==> src/rtl/dbus_wb_bridge.sv <==
// ---------------------------------------------------------------------------
// dbus_wb_bridge
//
// Bridges a data-cache memory port (cmd/rsp handshake) onto a Wishbone B4
// classic master. Writes are single-beat and return no response beat. Reads
// are bursts of length+1 incrementing word addresses, one rsp beat per
// Wishbone beat. A per-beat watchdog turns a silent slave into an error beat.
//
// Ports
//   clk, reset                 rising-edge clock, async active-low reset
//   io_mem_cmd_*               command from the cache (valid/ready handshake)
//   io_mem_rsp_*               registered read response beats
//   wb_*                       Wishbone classic master
//   io_write_error             one-cycle pulse when a write ends in error
// ---------------------------------------------------------------------------
`timescale 1ns/1ps
module dbus_wb_bridge #(
  parameter int unsigned TIMEOUT_CYCLES = 255
) (
  input  logic        clk,
  input  logic        reset,
  // data-cache command side
  input  logic        io_mem_cmd_valid,
  output logic        io_mem_cmd_ready,
  input  logic        io_mem_cmd_payload_wr,
  input  logic [31:0] io_mem_cmd_payload_address,
  input  logic [31:0] io_mem_cmd_payload_data,
  input  logic [3:0]  io_mem_cmd_payload_mask,
  input  logic [2:0]  io_mem_cmd_payload_length,
  input  logic        io_mem_cmd_payload_last,
  // response side
  output logic        io_mem_rsp_valid,
  output logic [31:0] io_mem_rsp_payload_data,
  output logic        io_mem_rsp_payload_error,
  // Wishbone master
  output logic        wb_cyc,
  output logic        wb_stb,
  output logic        wb_we,
  output logic [29:0] wb_adr,
  output logic [31:0] wb_dat_w,
  output logic [3:0]  wb_sel,
  input  logic [31:0] wb_dat_r,
  input  logic        wb_ack,
  input  logic        wb_err,
  // write error pulse
  output logic        io_write_error
);

  typedef enum logic [1:0] {
    ST_IDLE  = 2'd0,
    ST_WRITE = 2'd1,
    ST_READ  = 2'd2
  } state_e;

  localparam logic [9:0] TIMEOUT_LIM = 10'(TIMEOUT_CYCLES);

  state_e      state_q, state_d;
  logic        cmd_ready_q, cmd_ready_d;
  logic        cyc_q, cyc_d;
  logic        we_q, we_d;
  logic [29:0] adr_q, adr_d;
  logic [31:0] dat_w_q, dat_w_d;
  logic [3:0]  sel_q, sel_d;
  logic [2:0]  beats_left_q, beats_left_d;
  logic [9:0]  to_cnt_q, to_cnt_d;
  logic        rsp_valid_q, rsp_valid_d;
  logic [31:0] rsp_data_q, rsp_data_d;
  logic        rsp_error_q, rsp_error_d;
  logic        write_error_q, write_error_d;

  // Address byte offset and the last flag carry no information for a
  // word-wide, single-beat-write bus.
  logic unused_cmd_bits;
  assign unused_cmd_bits = ^{io_mem_cmd_payload_last, io_mem_cmd_payload_address[1:0]};

  // Slave responses only count while a beat is actually being strobed.
  logic cmd_accept;
  logic ack_seen;
  logic err_seen;
  logic timed_out;
  logic beat_err;
  logic beat_done;

  assign cmd_accept = io_mem_cmd_valid && cmd_ready_q;
  assign ack_seen   = cyc_q && wb_ack;
  assign err_seen   = cyc_q && wb_err;
  assign timed_out  = cyc_q && (to_cnt_q == TIMEOUT_LIM);
  // err (or watchdog) wins over a simultaneous ack.
  assign beat_err   = err_seen || timed_out;
  assign beat_done  = ack_seen || beat_err;

  always_comb begin
    // NOTE: every *_d gets a default here, before any branching, so no path
    // through this block can leave a value unassigned and infer a latch.
    state_d       = state_q;
    cyc_d         = cyc_q;
    we_d          = we_q;
    adr_d         = adr_q;
    dat_w_d       = dat_w_q;
    sel_d         = sel_q;
    beats_left_d  = beats_left_q;
    rsp_valid_d   = 1'b0;
    rsp_data_d    = '0;
    rsp_error_d   = 1'b0;
    write_error_d = 1'b0;
    // Watchdog counts idle strobe cycles of the current beat only.
    to_cnt_d      = (cyc_q && !beat_done) ? to_cnt_q + 10'd1 : '0;

    case (state_q)
      ST_IDLE: begin
        if (cmd_accept) begin
          cyc_d        = 1'b1;
          we_d         = io_mem_cmd_payload_wr;
          adr_d        = io_mem_cmd_payload_address[31:2];
          dat_w_d      = io_mem_cmd_payload_data;
          sel_d        = io_mem_cmd_payload_wr ? io_mem_cmd_payload_mask : 4'hF;
          beats_left_d = io_mem_cmd_payload_wr ? 3'd0 : io_mem_cmd_payload_length;
          state_d      = io_mem_cmd_payload_wr ? ST_WRITE : ST_READ;
        end
      end

      ST_WRITE: begin
        if (beat_done) begin
          cyc_d         = 1'b0;
          write_error_d = beat_err;
          state_d       = ST_IDLE;
        end
      end

      ST_READ: begin
        if (beat_done) begin
          rsp_valid_d = 1'b1;
          rsp_data_d  = beat_err ? 32'h0 : wb_dat_r;
          rsp_error_d = beat_err;
          if (beats_left_q == 3'd0) begin
            cyc_d   = 1'b0;
            state_d = ST_IDLE;
          end else begin
            // Errored beats do not abort the burst; the 30-bit add wraps.
            adr_d        = adr_q + 30'd1;
            beats_left_d = beats_left_q - 3'd1;
          end
        end
      end

      default: begin
        cyc_d   = 1'b0;
        state_d = ST_IDLE;
      end
    endcase

    // Ready is registered so it stays low while reset is held and rises on
    // the first edge afterwards; it tracks "next state is IDLE".
    cmd_ready_d = (state_d == ST_IDLE);
  end

  // NOTE: sequential state uses non-blocking assignments only, so every flop
  // samples the pre-edge value of every other flop regardless of order.
  always_ff @(posedge clk or negedge reset) begin
    if (!reset) begin
      state_q       <= ST_IDLE;
      cmd_ready_q   <= 1'b0;
      cyc_q         <= 1'b0;
      we_q          <= 1'b0;
      adr_q         <= '0;
      dat_w_q       <= '0;
      sel_q         <= '0;
      beats_left_q  <= '0;
      to_cnt_q      <= '0;
      rsp_valid_q   <= 1'b0;
      rsp_data_q    <= '0;
      rsp_error_q   <= 1'b0;
      write_error_q <= 1'b0;
    end else begin
      state_q       <= state_d;
      cmd_ready_q   <= cmd_ready_d;
      cyc_q         <= cyc_d;
      we_q          <= we_d;
      adr_q         <= adr_d;
      dat_w_q       <= dat_w_d;
      sel_q         <= sel_d;
      beats_left_q  <= beats_left_d;
      to_cnt_q      <= to_cnt_d;
      rsp_valid_q   <= rsp_valid_d;
      rsp_data_q    <= rsp_data_d;
      rsp_error_q   <= rsp_error_d;
      write_error_q <= write_error_d;
    end
  end

  // Single-master classic cycles: cyc and stb always rise and fall together.
  assign io_mem_cmd_ready         = cmd_ready_q;
  assign wb_cyc                   = cyc_q;
  assign wb_stb                   = cyc_q;
  assign wb_we                    = we_q;
  assign wb_adr                   = adr_q;
  assign wb_dat_w                 = dat_w_q;
  assign wb_sel                   = sel_q;
  assign io_mem_rsp_valid         = rsp_valid_q;
  assign io_mem_rsp_payload_data  = rsp_data_q;
  assign io_mem_rsp_payload_error = rsp_error_q;
  assign io_write_error           = write_error_q;

endmodule

==> config.mk <==
export PLATFORM = sky130hd
export DESIGN_NAME = dbus_wb_bridge
export DESIGN_NICKNAME = d
export VERILOG_FILES = /design/src/rtl/dbus_wb_bridge.sv
export SDC_FILE = /design/constraint.sdc
export NUM_CORES = 1
export LEC_CHECK = 0
export CAP_MARGIN = 15
export CORE_ASPECT_RATIO = 2
export CORE_MARGIN = 1
export CORE_UTILIZATION = 45
export CTS_BUF_LIST = sky130_fd_sc_hd__clkbuf_2 sky130_fd_sc_hd__clkbuf_4 sky130_fd_sc_hd__clkbuf_8
export DETAILED_ROUTE_END_ITERATION = 10
export PLACE_DENSITY = 0.83
export SYNTH_ARGS = -nofsm -noshare
export SYNTH_HDL_FRONTEND = slang
export SYNTH_SLANG_ARGS = --single-unit
==> constraint.sdc <==
create_clock -name clk -period 2.4 [get_ports clk]
set_input_delay 0.48 -clock clk [delete_from_list [all_inputs] [get_ports clk]]
set_output_delay 0.48 -clock clk [all_outputs]
set_load 0.005 [all_outputs]
-- Word-level counts from Yosys, hierarchy flattened
Cells that the tools add are included.
- add/sub/neg operators: 3
- eq/ne operators: 8
- multiplexer cells: 30
- reduce and logical (&&, ||, !) cells: 15
- operators by type and width (kind ; count):
    32-bit 2-to-1 mux ; 3
    30-bit 2-to-1 mux ; 3
    30-bit one-hot mux with 2 select lines ; 1
    30-bit by 1-bit adder with 30-bit output, second input constant ; 1
    3-bit 2-to-1 mux ; 4
    10-bit by 1-bit adder with 10-bit output, second input constant ; 1
    10-bit by 8-bit equality test with 1-bit output, second input constant ; 1
    10-bit 2-to-1 mux ; 1
    2-bit 2-to-1 mux ; 5
    2-bit inequality test, second input constant ; 5
    1-bit 2-to-1 mux ; 9
    4-bit AND reduction ; 2
    2-bit one-hot mux with 3 select lines ; 1
    3-bit one-hot mux with 2 select lines ; 1
    1-bit logical AND ; 5
    2-bit logical NOT ; 2
    4-bit 2-to-1 mux ; 1
    3-bit logical NOT ; 1
    1-bit one-hot mux with 3 select lines ; 1
    3-bit by 1-bit subtractor with 3-bit output, second input constant ; 1
    2-bit by 1-bit equality test with 1-bit output, second input constant ; 1
    2-bit equality test, second input constant ; 1
    1-bit logical OR ; 2
    2-bit AND reduction ; 1
    2 further kinds ; 2
- bits in registers: 119
- input port bits: 110
- output and inout port bits: 105
- word-level logic and storage cells: 69

-- Logic depth before layout (Yosys ltp)
- depth in word-level cells: 7
- depth in mapped cells: 9
- gate-level depth less buffers: 7

-- Least setup slack after synthesis
OpenSTA, ideal clock, no wires.
- path type: register to register
- start point: register beats_left_q[0]
- end point: register adr_q[0], in the netlist wb_adr[0]
- library setup time: 0.124 ns
- arrival: 1.890 ns
- setup slack: 0.386 ns
- cell stages (with the launch flop): 9
- cells stage by stage: dfrtp_1 inv_1 ha_1 and3b_1 or3_1 buf_2 a211o_1 buf_6 a211o_1
- longest elaborated chain between the ends: 3
- ends and longest elaborated chain (item ; line ; text):
    from (decl) ; 64 ; logic [2:0] beats_left_q, beats_left_d;
    from (signal assigned) ; 182 ; beats_left_q <= beats_left_d;
    3-bit logical NOT ; 135 ; if (beats_left_q == 3'd0) begin
    2-bit inequality test (no source line) ; - ;
    4-bit AND reduction (no source line) ; - ;
    to (signal assigned) ; 179 ; adr_q <= adr_d;
    to (decl) ; 61 ; logic [29:0] adr_q, adr_d;
No other way between the ends.
A chain may end at the register's enable or synchronous reset.

-- Worst setup path after layout
- start point: register beats_left_q[0]
- end point: register adr_q[23], in the netlist wb_adr[23]
The elaborated chain is that of the path after synthesis.

==> qor.yml <==
status: "finished with violations"
violations: "design-rule violations"
setup_viol: 0
nFillCells: 882
h-tree-depth: 4
first_pass_iters: 8
drt-total-wl_mm: 16.1
synthAdderAreaFrac: 0.00935
holdPathEnd: "wb_sel[3]"
rr_worst_depth: 9
die_area_sq_um: 12400
fmax_ghz: 0.455
clockBufferDepth: 2
hold_viol: 0
slowest_stage: "or3_1"
synthArstFlopShare: 1.00
fin_setup_tns_ns: 0
cpMostUsedCell: "buf_4"
hpwl_mm: 11.9
whs_path_depth: 2
p_per_area_nw_per_um2: 1200
rows: 56
gr-max-usage-layer: "met2"
crit_chain: "inv_1, ha_1, and3b_1, or3_1, buf_4, nor2_2, buf_4, nor2_1, a22oi_1"
clock-root-buffer: "clkbuf_8"
fp.dieH_um: 156
p_total_mw: 9.77
crit_type: "reg -> reg"
dpl.cell_count: 909
drive_above_1_share: 0.0816
power.leakage_nw: 3.57
gr-usage-met3: 0.0583
synth_compound_area_frac: 0.139
wire_per_inst_um: 17.1
pin_count: 215
rsz0062_at_grt: "no"
reg2reg_to: "wb_adr[23]"
numCtsBuffers: 17
ys_top_cells_by_count: "140 x nand2_1, 119 x dfrtp_1, 42 x a21oi_1"
r2r_slack_ns: 0.20
clock_sinks: 119
place_area_sq_um: 7710
avgSynthCellArea_sq_um: 9.49
coreArea_sq_um: 11600
synthFlopType: "dfrtp_1"
yosysSeqAreaShare: 0.556
routed_via_density: 5.56
hp-start: "wb_sel[3]"
start_util: 0.460
cp_max_fo: 18
grt_usage: 0.265
grt_overflow: 0
startpoint_type: "flip-flop"
synth_top_family_by_area: "simple AND/OR/NAND/NOR gates"
drtIter0Drc: 286
synth_top_area_share: 0.556
switching_share: 0.376
nets: 898
relSlewSlack: 0.479
seqPwrFrac: 0.337
grt_pass1_wl_mm: 25.0
post_cts_buffers: 0
synthSimpleGateAreaFrac: 0.248
met1_usage: 0.268
drc: 1
yosysTopAreaCell: "dfrtp_1"
critPathMaxStageDelay_ns: 0.43
io_buffers: 211
antenna_found_initial: 0
finalNonFillerCells: 942
critPathCaptureType: "flip-flop"
use_met2: 0.484
fp.dieW_um: 79.1
arrival_ns: 2.53
synthesis.nets: 678
first_global_vias: 5168
r2r_start: "beats_left_q[0]"
clock_latency_ns: 0.43
n_antenna_cell: 0
vdd_ir_drop_max_mv: 0.766
synth_area_sq_um: 5360
cts_tree: "built"
power_frac_comb: 0.458
power.switching_mw: 3.67
netlist_top_cells_area: "dfrtp_1 56%, nand2_1 9.8%, and2_1 4.1%"
intPower_mw: 6.10
ant_nets: 0
period_needed_ns: 2.20
slew_violations: 0
worstPathRequired_ns: 2.74
yosysMostFrequentCell: "nand2_1"
synth_warnings: 0
place.gp.congestion: 0.887
cts.clk_slew.worst_paths_ns: 0.07
postSynthCellCount: 564
synth_edf_count: 0
synth_mux_area_frac: 0
ys_ff_latch: 119
worst_slew_pin_slew_ns: 0.774
fin_crit_sh: 0.915
syn_to_final_growth_pct: 52.5
synth_xor_area_frac: 0.0131
grt_max_degree: 57
drv_cap: 0
finClkSkew_ns: 0.0120
netlist-cell-type-count: 54
final_area_sq_um: 8170
hold_class: "reg -> reg"
vias: 5239
p_clk_frac: 0.205
layout by cell type, fill, tap and decap left out, types with 6 or more instances in the layout:
master,instances
clkdlybuf4s50_1,210
nand2_1,140
dfrtp_1,119
a21oi_1,42
and2_1,35
nor2_1,34
o21ai_0,27
clkbuf_8,17
buf_4,17
nand4_1,14
nand3_1,13
and4_1,7
a31oi_1,7
inv_1,6
and3_1,6
o22a_1,6
how the worst max path moves through the flow:
stage,startpoint,depth (start not counted),end,slack (ns)
CTS,beats_left_q[0],9,wb_adr[23],0.20
detailed placement,io_mem_cmd_valid,8,wb_adr[23],0.06
finish,beats_left_q[0],9,wb_adr[23],0.20
global route,beats_left_q[0],9,wb_adr[23],0.03
global placement,io_mem_cmd_valid,8,wb_adr[23],0.1
floorplan,beats_left_q[0],8,wb_adr[0],0.39
cells by family (layout without fill, tap and decap cells):
kind of cell	count (synthesis)	in the layout
simple gates	276	276
compound gates	119	119
flops	119	119
buf+inv	38	271
xor+xnor	8	8
fa+ha+maj	4	4
through the flow:
step / setup slack (ns) / hold WS (ns) / util
after detailed placement: 0.0603 / 0.411 / 0.663
after global placement: 0.0956 / 0.409 / 0.663
after global routing: 0.0266 / 0.495 / 0.702
final: 0.205 / 0.473 / 0.702
after floorplan: 0.386 / 0.184 / -
after CTS: 0.197 / 0.472 / 0.702
cell type report:
class / instances / area, sq um / area share
Clock buffer: 18 / 241 / 0.0296
Clock inverter: 14 / 200 / 0.0245
Inverter: 6 / 22.5 / 0.00276
Multi-Input combinational cell: 407 / 2200 / 0.270
Sequential cell: 119 / 2980 / 0.365
Tap cell: 145 / 181 / 0.0222
Timing Repair Buffer: 233 / 2340 / 0.287
metal layers:
metal  part of all wire  vias to the layer above
li1                   -                     2391
met1               0.34                     2506
met2               0.55                      285
met3              0.060                       57
met4              0.047                        0
met5                  0                        -
worst max-delay path: cells and delay by family (launching register included):
| family | cells | cell delay [ns] |
|---|---|---|
| fa+ha+maj | 1 | 0.22 |
| flops | 1 | 0.36 |
| buf+inv | 3 | 0.53 |
| compound gates | 1 | 0.18 |
| simple gates | 4 | 0.82 |
sequential cells by signal, summed over array words and instances, names as in the netlist:
name,flops
beats_left_q,3
wb_dat_w,32
wb_adr,30
io_mem_rsp_valid,1
io_mem_cmd_ready,1
state_q,2
wb_cyc,1
io_write_error,1
wb_sel,4
wb_we,1
io_mem_rsp_payload_error,1
to_cnt_q,10
io_mem_rsp_payload_data,32
power by group through the flow:
| stage | Sequential (mW) | Clock, mW | Combinational [mW] |
|---|---|---|---|
| finish | 3.29 | 2.00 | 4.47 |
| global route | 3.37 | 2.13 | 4.88 |
| CTS | 3.27 | 2.05 | 4.45 |
| detailed placement | 3.31 | 0 | 4.44 |
| global placement | 3.27 | 0 | 4.25 |
| floorplan | 3.24 | 0 | 2.19 |
what timing repair did:
action | in CTS | in global routing
hold buffers | 1 | 0
gates resized for setup | 0 | 0
endpoints found under the hold margin | 21 | 0
Power figures use the tool's default switching activity.
==> edit 1 (same settings) <==
Reset style: synchronous (`reset`), changed in one clocked block. Comments in the files are not updated.
--- a/src/rtl/dbus_wb_bridge.sv
+++ b/src/rtl/dbus_wb_bridge.sv
@@ -157,5 +157,5 @@
   // NOTE: sequential state uses non-blocking assignments only, so every flop
   // samples the pre-edge value of every other flop regardless of order.
-  always_ff @(posedge clk or negedge reset) begin
+  always_ff @(posedge clk) begin
     if (!reset) begin
       state_q       <= ST_IDLE;
Formal check against the unedited RTL: differs if reset is asserted again (counterexample within 4 cycles, from zero or initial values and one cycle with reset low); with reset held inactive, the same outputs for 10 cycles.
==> edit 1 against the original RTL <==
Setup slack improved by 0.048 ns. Global-route usage rose by 1.4 points. Core utilization rose by 0.88 points. Sequential cell count did not move. Highest routed layer unchanged. Area after synthesis fell by 6.7%. Cell area fell by 5.3%. Wire length fell by 0.67%. Critical path type unchanged.
Power is not compared: it rests on default switching activity, and its combinational part moved more than twofold at a synthesized area within 25%.
==> edit 1: results (changes against the original RTL) <==
status=finished, final reports clean (was complete, but fails checks); clock-cell share of area=5.404% (was 5.408%); largest net degree at the start of global routing=43 (was 57); Worst Path Arrival=2.46 ns (was 2.53 ns); vias in the first global route=5,297 (was 5,168); dpl hpwl=11.86 mm (was 11.92 mm); Avg WL per Cell=16.55 um (was 17.12 um); Critical Path Slowest Stage Cell=o31ai_4 (was or3_1); first-pass GRT wire length=25.14 mm (was 24.95 mm); top-count cell post-synth=dfxtp_1 (was nand2_1); Placement Cell Area=0.007316 sq mm (was 0.007715 sq mm); final core occ=71.10% (was 70.21%); sequential element share of the synthesized area=47.68% (was 55.61%); GR Util All Layers=27.88% (was 26.52%); worst-path fanout max=15 (was 18); # nets final=930 (was 898); filler cell count in the final layout=856 (was 882); Syn Nets=721 (was 678); Post-synth top cells=dfxtp_1, nand2_1, a21oi_1 (was nand2_1, dfrtp_1, a21oi_1); layout cells sized above 1=7.488% (was 8.156%); Slew headroom=63.53% (was 47.95%); # clk buffers=20 (was 18); comb_multi_in=437 (was 407); fraction of area in multi-input gates=31.32% (was 26.98%); die area=0.01155 sq mm (was 0.01237 sq mm); Non-clk invs=7 (was 6); Non-clk bufs=234 (was 233); vias per std cell=5.460 (was 5.562); H-tree depth=4 (unchanged); placed insts=937 (was 909); Starting DRT DRC Count=341 (was 286); Syn Area/Cell=8.231 sq um (was 9.495 sq um); pre-CTS WS=-0.008398 ns (was 0.06030 ns); RePlAce Congestion=0.8607 (was 0.8866); Sequential Area=0.002382 sq mm (was 0.002978 sq mm)
edit 1: changes by cell type after synthesis, sizes merged, moves of 13 or more:
cell	before	now
nor3	4	17
dfxtp	0	119
dfrtp	119	0
clkbuf	18	34
nand2	140	107
a21oi	42	73
edit 1: metal layers:
layer,global-route usage [%],vias to the layer above,share of wire (%)
li1,-,2553,-
met1,26.42,2458,35
met2,52.57,227,55
met3,8.855,47,6.4
met4,15.19,0,3.8
met5,0,-,0
edit 1: power by group through the flow:
stage / clock (mW) / sequential (mW) / combinational, mW
floorplan: 0 / 2.18 / 0.308
global placement: 0 / 2.18 / 0.739
detailed placement: 0 / 2.19 / 0.757
CTS: 1.93 / 2.15 / 0.761
global route: 2.03 / 2.16 / 0.826
finish: 1.90 / 2.15 / 0.761
edit 1: final timing paths:
| kind | startpoint | to | slack (ns) | depth (start not counted) |
|---|---|---|---|---|
| max reg2reg | to_cnt_q[0]$_SDFF_PN0_ | wb_adr[5]$_SDFFE_PN0P_ | 0.25 | 7 |
| max | to_cnt_q[0]$_SDFF_PN0_ | wb_adr[5]$_SDFFE_PN0P_ | 0.25 | 7 |
| min reg2reg | wb_dat_w[9]$_SDFFE_PN0P_ | wb_dat_w[9]$_SDFFE_PN0P_ | 0.45 | 2 |
| min | wb_dat_w[9]$_SDFFE_PN0P_ | wb_dat_w[9]$_SDFFE_PN0P_ | 0.45 | 2 |
edit 1: cell families (layout without fill, tap and decap cells):
family          after synthesis  after routing  synth area share (%)
simple gates                271            271                 26.32
compound gates              153            153                 19.11
flops                       119            119                 47.68
buf+inv                      51            272                 4.282
xor+xnor                      8              8                 1.403
fa+ha+maj                     4              4                 1.002
mux                           1              1                0.2004
==> edit 2 (same flow settings) <==
Without the edit above. The parameter `TIMEOUT_CYCLES` goes from 255 to 128.
--- a/src/rtl/dbus_wb_bridge.sv
+++ b/src/rtl/dbus_wb_bridge.sv
@@ -16,5 +16,5 @@
 `timescale 1ns/1ps
 module dbus_wb_bridge #(
-  parameter int unsigned TIMEOUT_CYCLES = 255
+  parameter int unsigned TIMEOUT_CYCLES = 128
 ) (
   input  logic        clk,
Behaviour: no difference found for any inputs over 4 cycles, from zero or initial values and one cycle with reset low; that may be too few to reach the edited logic, so the function may still have changed.
==> edit 2 against the original RTL <==
Wire length increased by 4.8%. Sequential share of layout area increased by 0.31 points. First-iteration DRC count increased by 43%. Via count decreased by 0.63%. Cell area decreased by 0.84%. Non-clock buffer count increased by 2. Count of clock-buffer cells in the layout unchanged. Setup slack got worse by 0.056 ns. Highest routed layer unchanged. Area after synthesis increased by 0.77%. Final cell count increased by 1.6%. Sequential cell count unchanged.
Power is not compared: it rests on default switching activity, and its combinational part moved more than twofold at a synthesized area within 25%.
==> edit 2: results (changes against the original RTL) <==
status=finished, final reports clean (was complete, but fails checks); Hold Crit Class=in2async (was reg2reg); Critical Path End=beats_left_q[2]$_DFFE_PN0P_ (was wb_adr[23]$_DFFE_PN0P_); Clock Latency Late Sink=approximately 0.42 ns; YS warnings=0 (unchanged); filler cell count in the final layout=905 (was 882); Clock Skew=0.01477 ns (was 0.01199 ns); Worst Path Arrival=2.55 ns (was 2.53 ns); Compound-Gate Fraction of Synth Area=13.54% (was 13.93%); RePlAce Congestion=0.9911 (was 0.8866); Starting DRT DRC Count=410 (was 286); # nets final=914 (was 898); largest net degree at the start of global routing=120 (was 57); Avg WL per Cell=17.66 um (was 17.12 um); Placement Cell Area=0.007747 sq mm (was 0.007715 sq mm); reg2reg start=to_cnt_q[0]$_DFF_PN0_ (was beats_left_q[0]$_DFFE_PN0P_); Clock Tree Root=clkbuf_8 (unchanged); Crit path max-delay family=compound AO/OA/AOI/OAI gates (was simple AND/OR/NAND/NOR gates); XOR/XNOR share of the synthesized area=1.298% (was 1.308%); reg2reg setup slack=0.15 ns (was 0.20 ns); Syn Nets=692 (was 678); CTS Buffer Depth=2 (unchanged); dpl hpwl=12.59 mm (was 11.92 mm); Synth cell types=58 (was 54); sequential element share of the synthesized area=55.18% (was 55.61%); hold slack=0.07920 ns (was 0.4727 ns); vias in the first global route=5,440 (was 5,168); pre-CTS WS=0.09068 ns (was 0.06030 ns); DR pass1 iterations=5 (was 8); Post-synth top cells=nand2_1, dfrtp_1, a21oi_1 (unchanged); fin area=0.008098 sq mm (was 0.008167 sq mm); H-tree depth=4 (unchanged); placed insts=925 (was 909); first-pass GRT wire length=26.42 mm (was 24.95 mm); total number of vias=5,206 (was 5,239); f_max=444.1 MHz (was 455.5 MHz); Critical Path Slowest Stage Cell=dfrtp_1 (was or3_1); Syn Area/Cell=9.353 sq um (was 9.495 sq um); r2r endpoint=beats_left_q[2]$_DFFE_PN0P_ (was wb_adr[23]$_DFFE_PN0P_); worst-path fanout max=38 (was 18); GR Util All Layers=28.10% (was 26.52%); Port Buffers=211 (unchanged); Slew headroom=54.50% (was 47.95%); Synth area leaders=dfrtp_1, nand2_1, a21oi_1, and2_1, o21ai_0 (was dfrtp_1, nand2_1, and2_1, a21oi_1, o21ai_0); routed wire length=16.90 mm (was 16.13 mm); post-synthesis mux area share=0.1855% (was 0%); layout cells sized above 1=8.498% (was 8.156%); adder-cell share of the synthesized area=1.159% (was 0.9346%)
[edit 2: cell count changes after synthesis, sizes merged, moves of 4 or more]
cell   delta
a21oi     +6
nand3     +5
nand4     -7
o21ai     -5
o22a      -4
o22ai     +6
[edit 2: cell type report]
cell class,count,area share (%)
flip-flops and latches,119,36.77
well taps,145,2.240
clock buffers,18,3.059
multi-input cells,419,27.60
inverters,7,0.3245
repair buffers,235,28.74
clock inverters,14,1.267
[edit 2: where the power goes]
group          internal, mW  total, mW  switching, mW
Combinational         0.180      0.264         0.0845
Clock                 0.746       1.60          0.853
Sequential             2.01       2.02        0.00958
[edit 2: per-layer routing]
metal,routed length [um],vias to the layer above,GRT usage [%]
li1,-,2429,-
met1,5758,2458,28.13
met2,9146,255,49.61
met3,1021,64,7.405
met4,976,0,18.61
met5,0,-,0
